<file path="src/rtl/processing_element_if.sv">
// rtl/processing_element_if.sv - descriptor/window/partial-sum bundle for one systolic matching cell
interface processing_element_if #(
    parameter int DW = 33,
    parameter int AW = 8
);
    logic [DW-1:0] descIn;
    logic [DW-1:0] windowIn;
    logic          loadDesc;
    logic          loadWin;
    logic          loadAcc;
    logic [AW-1:0] accIn;
    logic [AW-1:0] accOut;
    logic [DW-1:0] windowOut;

    modport master (
        output descIn, windowIn, loadDesc, loadWin, loadAcc, accIn,
        input  accOut, windowOut
    );

    modport slave (
        input  descIn, windowIn, loadDesc, loadWin, loadAcc, accIn,
        output accOut, windowOut
    );
endinterface

</file>
<file path="src/rtl/processing_element.sv">
// rtl/processing_element.sv - systolic cell: log2|desc-win| added to upstream partial sum
// Optional macro PE_ACC_SAT_EN: saturate the partial sum instead of wrapping.
module processing_element #(
    parameter int DW = 33,
    parameter int AW = 8
) (
    input  logic                  clk,
    input  logic                  rst,
    processing_element_if.slave   pe_if
);
    logic [DW-1:0] desc_q, desc_d;
    logic [DW-1:0] win_q,  win_d;
    logic [AW-1:0] acc_q,  acc_d;

    logic signed [DW:0] diff;
    logic [DW:0]        tempSum;
    logic [AW-1:0]      tempSumLog2;
    logic [AW:0]        acc_wide;
    logic [AW-1:0]      accSum;

    // Sign-extend one bit so the difference of two extreme Q6.27 values cannot overflow.
    assign diff    = $signed({desc_q[DW-1], desc_q}) - $signed({win_q[DW-1], win_q});
    assign tempSum = diff[DW] ? (~diff + 1'b1) : diff;

    always_comb begin
        tempSumLog2 = '0;
        for (int i = 0; i <= DW; i++) begin
            if (tempSum[i]) begin
                tempSumLog2 = AW'(i + 1);
            end
        end
    end

    assign acc_wide = {1'b0, pe_if.accIn} + {1'b0, tempSumLog2};

`ifdef PE_ACC_SAT_EN
    assign accSum = acc_wide[AW] ? {AW{1'b1}} : acc_wide[AW-1:0];
`else
    assign accSum = acc_wide[AW-1:0];
`endif

    always_comb begin
        desc_d = desc_q;
        win_d  = win_q;
        acc_d  = acc_q;
        if (pe_if.loadDesc) desc_d = pe_if.descIn;
        if (pe_if.loadWin)  win_d  = pe_if.windowIn;
        if (pe_if.loadAcc)  acc_d  = accSum;
    end

    always_ff @(posedge clk) begin
        if (rst) begin
            desc_q <= '0;
            win_q  <= '0;
            acc_q  <= '0;
        end else begin
            desc_q <= desc_d;
            win_q  <= win_d;
            acc_q  <= acc_d;
        end
    end

    assign pe_if.windowOut = win_q;
    assign pe_if.accOut    = acc_q;
endmodule

</file>
<file path="src/flat_wrapper.sv">
// flat-port wrapper written by rule: the top's interface ports become plain ports
module processing_element_flat 
#(
    parameter int DW = 33,
    parameter int AW = 8
)
  (clk, rst, pe_if_descIn, pe_if_windowIn, pe_if_loadDesc, pe_if_loadWin, pe_if_loadAcc, pe_if_accIn, pe_if_accOut, pe_if_windowOut);
  processing_element_if #(.DW(DW), .AW(AW)) pe_if_i ();
  input  logic clk;
  input  logic rst;
  input wire logic [$bits(pe_if_i.descIn)-1:0] pe_if_descIn;
  input wire logic [$bits(pe_if_i.windowIn)-1:0] pe_if_windowIn;
  input wire logic [$bits(pe_if_i.loadDesc)-1:0] pe_if_loadDesc;
  input wire logic [$bits(pe_if_i.loadWin)-1:0] pe_if_loadWin;
  input wire logic [$bits(pe_if_i.loadAcc)-1:0] pe_if_loadAcc;
  input wire logic [$bits(pe_if_i.accIn)-1:0] pe_if_accIn;
  output wire logic [$bits(pe_if_i.accOut)-1:0] pe_if_accOut;
  output wire logic [$bits(pe_if_i.windowOut)-1:0] pe_if_windowOut;
  assign pe_if_i.descIn = pe_if_descIn;
  assign pe_if_i.windowIn = pe_if_windowIn;
  assign pe_if_i.loadDesc = pe_if_loadDesc;
  assign pe_if_i.loadWin = pe_if_loadWin;
  assign pe_if_i.loadAcc = pe_if_loadAcc;
  assign pe_if_i.accIn = pe_if_accIn;
  assign pe_if_accOut = pe_if_i.accOut;
  assign pe_if_windowOut = pe_if_i.windowOut;
  processing_element #(.DW(DW), .AW(AW)) u_core (.clk(clk), .rst(rst), .pe_if(pe_if_i));
endmodule
</file>
<file path="config.mk">
export PLATFORM = sky130hd
export DESIGN_NAME = processing_element_flat
export DESIGN_NICKNAME = d
export VERILOG_FILES = /design/src/rtl/processing_element_if.sv /design/src/rtl/processing_element.sv /design/src/flat_wrapper.sv
export SDC_FILE = /design/constraint.sdc
export NUM_CORES = 1
export LEC_CHECK = 0
export BUFFER_PORTS_ARGS = -buffer_cell sky130_fd_sc_hd__buf_4
export CAP_MARGIN = 20
export CORE_UTILIZATION = 40
export CTS_CLUSTER_SIZE = 12
export DETAILED_ROUTE_END_ITERATION = 10
export GPL_ROUTABILITY_DRIVEN = 0
export PLACE_DENSITY = 0.62
export SYNTH_ARGS = -nofsm -noshare
export SYNTH_HDL_FRONTEND = slang
export SYNTH_SLANG_ARGS = --single-unit
export TNS_END_PERCENT = 5
</file>
<file path="constraint.sdc">
create_clock -name clk -period 7.1 [get_ports clk]
set_clock_uncertainty 0.15 [all_clocks]
set_input_delay 0 -clock clk [delete_from_list [all_inputs] [get_ports clk]]
set_output_delay 0 -clock clk [all_outputs]
set_load 0.005 [all_outputs]
</file>
# Yosys cells after proc, flatten, opt, wreduce, memory -nomap -nowiden
# Index checks and enable logic that the tools add are counted.
[op_classes] add_sub_neg=3 muxes=35 bitwise_logic=1
[op_table] cell="$mux 5" n=16
[op_table] cell="$add 34x1->34 const B" n=1
[op_table] cell="$mux 34" n=1
[op_table] cell="$not 34->34" n=1
[op_table] cell="$sub 33x33->34" n=1
[op_table] cell="$mux 4" n=8
[op_table] cell="$mux 6" n=3
[op_table] cell="$mux 3" n=4
[op_table] cell="$add 8x6->8" n=1
[op_table] cell="$mux 2" n=2
[op_table] cell="$mux 1" n=1
[word_totals] ff_bits=74 inputBits=79 out_inout_bits=41 elab_cells=42

# Logic depth before layout (Yosys ltp)
[logic_depth] word_depth=39 depth_mapped=28 depth_no_buf=26

# Worst setup path after synthesis
# OpenSTA, ideal clock, no wires.
[synth_timing] path_kind="reg-to-reg" from="reg u_core.win_q[0], in the netlist u_core.pe_if.windowOut[0]" to="reg u_core.acc_q[6], in the netlist u_core.pe_if.accOut[6]" setup_ps=128 t_arrival_ps=5483 required_time_ps=6822 path_slack_ps=1339 stages_incl_launch_ff=28 path_buffers=2 period_less_slack_ps=5761 path_cell_list="dfxtp_1 -> ha_1 -> inv_1 -> fa_1 -> a211oi_4 -> o21ai_2 -> a31oi_4 -> a31oi_2 -> xor2_1 -> or2_1 -> buf_2 -> nor4_4 -> and2_1 -> buf_6 -> nand2_1 -> nor3_2 -> nand2_1 -> a211o_1 -> a32o_1 -> ha_1 -> fa_1 -> a21o_1 -> a21o_1 -> a21o_1 -> a21oi_1 -> xnor2_1 -> mux2i_1 -> nor2_1"
[synth_via] elab_chain_cells=39
[synth_lines] element="from (decl)" line_no="processing_element.sv:12" text="logic [DW-1:0] win_q, win_d;"
[synth_lines] element="from (signal assigned)" line_no="processing_element.sv:58" text="win_q <= win_d;"
[synth_lines] element="$sub 33x33->34 *" line_no="processing_element.sv:22" text="assign diff = $signed({desc_q[DW-1], desc_q}) - $signed({win_q[DW-1], win_q});"
[synth_lines] element="$not 34->34" line_no="processing_element.sv:23" text="assign tempSum = diff[DW] ? (~diff + 1'b1) : diff;"
[synth_lines] element="$add 34x1->34" line_no="processing_element.sv:23"
[synth_lines] element="$mux 34 *" line_no="processing_element.sv:23"
[synth_lines] element="$mux 1" line_no="processing_element.sv:28" text="if (tempSum[i]) begin"
[synth_lines] element="$mux 2 (2 in a row)" line_no="processing_element.sv:28"
[synth_lines] element="$mux 3 (4 in a row)" line_no="processing_element.sv:28"
[synth_lines] element="$mux 4 (8 in a row)" line_no="processing_element.sv:28"
[synth_lines] element="$mux 5 (16 in a row)" line_no="processing_element.sv:28"
[synth_lines] element="$mux 6 (2 in a row)" line_no="processing_element.sv:28"
[synth_lines] element="$mux 6 *" line_no="processing_element.sv:28"
[synth_lines] element="$add 8x6->8 *" line_no="processing_element.sv:34" text="assign acc_wide = {1'b0, pe_if.accIn} + {1'b0, tempSumLog2};"
[synth_lines] element="to (signal assigned)" line_no="processing_element.sv:55" text="acc_q <= '0;"
[synth_lines] element="to (signal assigned)" line_no="processing_element.sv:59" text="acc_q <= acc_d;"
[synth_lines] element="to (decl)" line_no="processing_element.sv:13" text="logic [AW-1:0] acc_q, acc_d;"
# Every way passes the cells marked *; elsewhere a longest branch is shown, timed or not.
# A chain may end at the register's enable or synchronous reset.

# Final worst setup path
[layout_timing] from="reg u_core.win_q[0], in the netlist u_core.pe_if.windowOut[0]" to="reg u_core.acc_q[7], in the netlist u_core.pe_if.accOut[7]"
# Same word-level chain as after synthesis.

==> results.sh <==
export IMPL_crit_path_start_kind="flop"
export IMPL_numCtsBuffers=9
export IMPL_drive_gt1_share_pct=16.3
export IMPL_ioPinCount=120
export IMPL_grt_pass1_wl_mm=33.7
export IMPL_cts_root_buf="clkbuf_16"
export IMPL_synthesis_nets=1057
export IMPL_maxSlewViolCount=0
export IMPL_grt_setup_unrepaired="no"
export IMPL_hold_start="pe_if_accIn[3]"
export IMPL_grt_pass1_vias=6876
export IMPL_drt_first_iter_violations=461
export IMPL_coreArea_um2=17500
export IMPL_period_share_pct=92.7
export IMPL_final_instance_count_excl_fill=1326
export IMPL_crit_path_frequent_cell="a21o_1"
export IMPL_dp_cells=1238
export IMPL_vias_per_cell=5.63
export IMPL_path_class="reg -> reg"
export IMPL_wirelength_mm=20.7
export IMPL_final_cell_area_um2=9300
export IMPL_timing_hold_ws_ns=0.0526
export IMPL_p_leak_nw=4.07
export IMPL_cts_tree="built"
export IMPL_clock_path_buffers=2
export IMPL_initial_core_util_pct=41.5
export IMPL_r2r_end="u_core.pe_if.accOut[7]$_SDFFE_PP0P_"
export IMPL_via_count=7470
export IMPL_grt_max_degree=75
export IMPL_fin_ws_ns=0.518
export IMPL_dr_pass1_iters=5
export IMPL_worst_slew_pin_slew_ns=0.813
export IMPL_die_h_um=137
export IMPL_syn_to_final_growth_pct=28.3
export IMPL_grtUsageTotal_pct=22.4
export IMPL_synth_ff_type="dfxtp_1"
export IMPL_clock_latency_ns=0.35
export IMPL_cap_violations=0
export IMPL_globalRouteOverflowTotal=0
export IMPL_drc=0
export IMPL_synthArstFlopShare_pct=0
export IMPL_wl_per_cell_um=15.6
export IMPL_num_rows=48
export IMPL_antenna_found_initial=0
export IMPL_htreeDepth=3
export IMPL_synth_seq_cells=74
export IMPL_powerDensity_nw_per_um2=224
export IMPL_end_kind="flop"
export IMPL_vdd_drop_max_mv=0.128
export IMPL_finalHoldViolCount=0
export IMPL_fin_nets=1217
export IMPL_netlist_instances=936
export IMPL_r2r_start="u_core.pe_if.windowOut[0]$_SDFFE_PP0P_"
export IMPL_clkSlewWorstSetupHoldPaths_ns=0.06
export IMPL_syn_avg_cell_area_um2=7.75
export IMPL_hold_path_cell_count=5
export IMPL_syn_area_um2=7250
export IMPL_slowest_stage="nor3_2"
export IMPL_yosysWarnings=0
export IMPL_antenna_cells=0
export IMPL_slew_headroom_pct=45.4
export IMPL_arrival_ns=6.69
export IMPL_synth_enable_flop_cells=0
export IMPL_min_period_ns=6.58
export IMPL_reg2reg_slack_ns=0.52
export IMPL_cpPeakStageDelay_ns=0.54
export IMPL_holdPathEnd="u_core.pe_if.accOut[3]$_SDFFE_PP0P_"
export IMPL_outcome="finished, final reports clean"
export IMPL_timing_fmax_mhz=152
export IMPL_pre_cts_ws_ns=0.328
export IMPL_critPathMaxFanout=9
export IMPL_place_area_um2=8270
export IMPL_die_w_um=137
export IMPL_port_buffers=119
export IMPL_setup_viol=0
export IMPL_cts_sinks=74
export IMPL_rr_worst_depth=25
export IMPL_synth_cell_types=94
export IMPL_antenna_left=0
export IMPL_detailedPlacementHpwl_mm=15.1
export IMPL_cp_required_ns=7.21
export IMPL_seq_area_frac_synth_pct=20.4
export IMPL_die_area_um2=18700
export IMPL_hold_path_class="in -> reg"
export IMPL_setup_tns_ns=0
## sequential cells by signal, summed over array words and instances (netlist names)
register and cells:
u_core.desc_q 33, u_core.pe_if.windowOut 33, u_core.pe_if.accOut 8
## placed cells by master, fill, tap and decap left out, types with 9 or more instances in the layout
cell type      netlist  layout
a21o_1              25      25
clkbuf_16            0       9
o21ai_0             34      34
mux2i_1             78      78
nor2_1             130     130
buf_4                1     125
inv_1               48      48
nor3_1              17      17
ha_1                40      40
and2_1              13      13
nand2b_1             9       9
a31oi_1             18      18
nand3_1             19      19
a21oi_1             43      43
o211ai_1            10      10
a211oi_1            11      11
nand4_1             15      15
dfxtp_1             74      74
xor2_1              20      20
xnor2_1             26      26
dlygate4sd3_1        0      72
nand2_1             70      70
## power breakdown
part | internal, mW | leakage (nW) | switching, mW | total [mW]
clock network | 0.274 | 0.142 | 0.197 | 0.471
registers | 0.450 | 0.611 | 0.0222 | 0.473
logic | 0.489 | 3.32 | 0.655 | 1.14
total | 1.21 | 4.07 | 0.874 | 2.09
## critical path: cells and delay by family, from the launching register on
family,cells,cell delay [ns]
compound gates,16,3.75
xor+xnor,2,0.45
fa+ha+maj,3,0.98
simple gates,3,0.74
buf+inv,1,0.06
flops,1,0.37
## logic make-up after synthesis
kind of cell / Yosys count / share of synthesized area, %
simple gates: 332 / 22.3
flops: 74 / 20.4
compound gates: 266 / 27.8
buf+inv: 96 / 5.42
mux: 80 / 11.1
xor+xnor: 46 / 5.56
fa+ha+maj: 42 / 7.46
## final cells by class
type	instances	area (um2)
Clock buffer	9	225
Fill cell	1678	8180
Multi-Input combinational cell	766	5400
Sequential cell	74	1480
Inverter	48	180
Clock inverter	7	76.3
Tap cell	225	282
Timing Repair Buffer	197	1660
## synth_stat cells, types with 5 or more instances
cell      number  area share (%)
a211o_1        5            0.60
a211oi_1      11             1.1
a21o_1        25             2.6
a21oi_1       43             3.0
a31oi_1       18             1.6
a32oi_1        5            0.60
a41oi_1        8            0.97
and2_1        13             1.1
and3_1         8            0.69
buf_2         11            0.76
clkbuf_1      32             1.7
dfxtp_1       74              20
ha_1          40             6.9
inv_1         48             2.5
mux2i_1       78              11
nand2_1       70             3.6
nand2b_1       9            0.78
nand3_1       19             1.3
nand4_1       15             1.3
nor2_1       130             6.7
nor2b_1        7            0.60
nor3_1        17             1.2
nor4_1         6            0.52
o211a_1        6            0.83
o211ai_1      10             1.0
o21a_1         8            0.83
o21ai_0       34             2.3
o21ai_1        5            0.35
o22ai_1        8            0.69
o31a_1         5            0.60
o31ai_1        5            0.52
or3_1          6            0.52
xnor2_1       26             3.1
xor2_1        20             2.4
## through the flow
step                      util (%)  total power, mW
after floorplan                  -             1.31
after global placement        47.3             1.57
after detailed placement      47.3             1.57
after CTS                     53.2             2.09
after global routing          53.2             2.23
final                         53.2             2.09
## routing by layer
layer  wire length [um]  track usage, %  up-vias
li1                   -               -     3784
met1              10300            31.3     3468
met2               9360            36.1      201
met3                807            2.63       17
met4                227            5.86        0
met5                  0               0        -
## how the worst max path moves through the flow
stage                                       startpoint                             endpoint  slack [ns]  cells after the start
2_1_floorplan   u_core.pe_if.windowOut[0]$_SDFFE_PP0P_  u_core.pe_if.accOut[6]$_SDFFE_PP0P_        1.34                     27
3_3_place_gp   u_core.pe_if.windowOut[18]$_SDFFE_PP0P_  u_core.pe_if.accOut[7]$_SDFFE_PP0P_        0.44                     25
3_5_place_dp   u_core.pe_if.windowOut[22]$_SDFFE_PP0P_  u_core.pe_if.accOut[7]$_SDFFE_PP0P_        0.33                     25
4_1_cts        u_core.pe_if.windowOut[22]$_SDFFE_PP0P_  u_core.pe_if.accOut[7]$_SDFFE_PP0P_        0.31                     25
5_1_grt        u_core.pe_if.windowOut[10]$_SDFFE_PP0P_  u_core.pe_if.accOut[7]$_SDFFE_PP0P_       0.008                     24
6_report        u_core.pe_if.windowOut[0]$_SDFFE_PP0P_  u_core.pe_if.accOut[7]$_SDFFE_PP0P_        0.52                     25
## what timing repair did
item                       4_1_cts  5_1_grt
hold endpoints to repair        74        0
resized for setup                0        2
hold buffers                    72        0
setup buffers                    0        0
setup endpoints to repair        0        1
(Power assumes the default switching activity.)
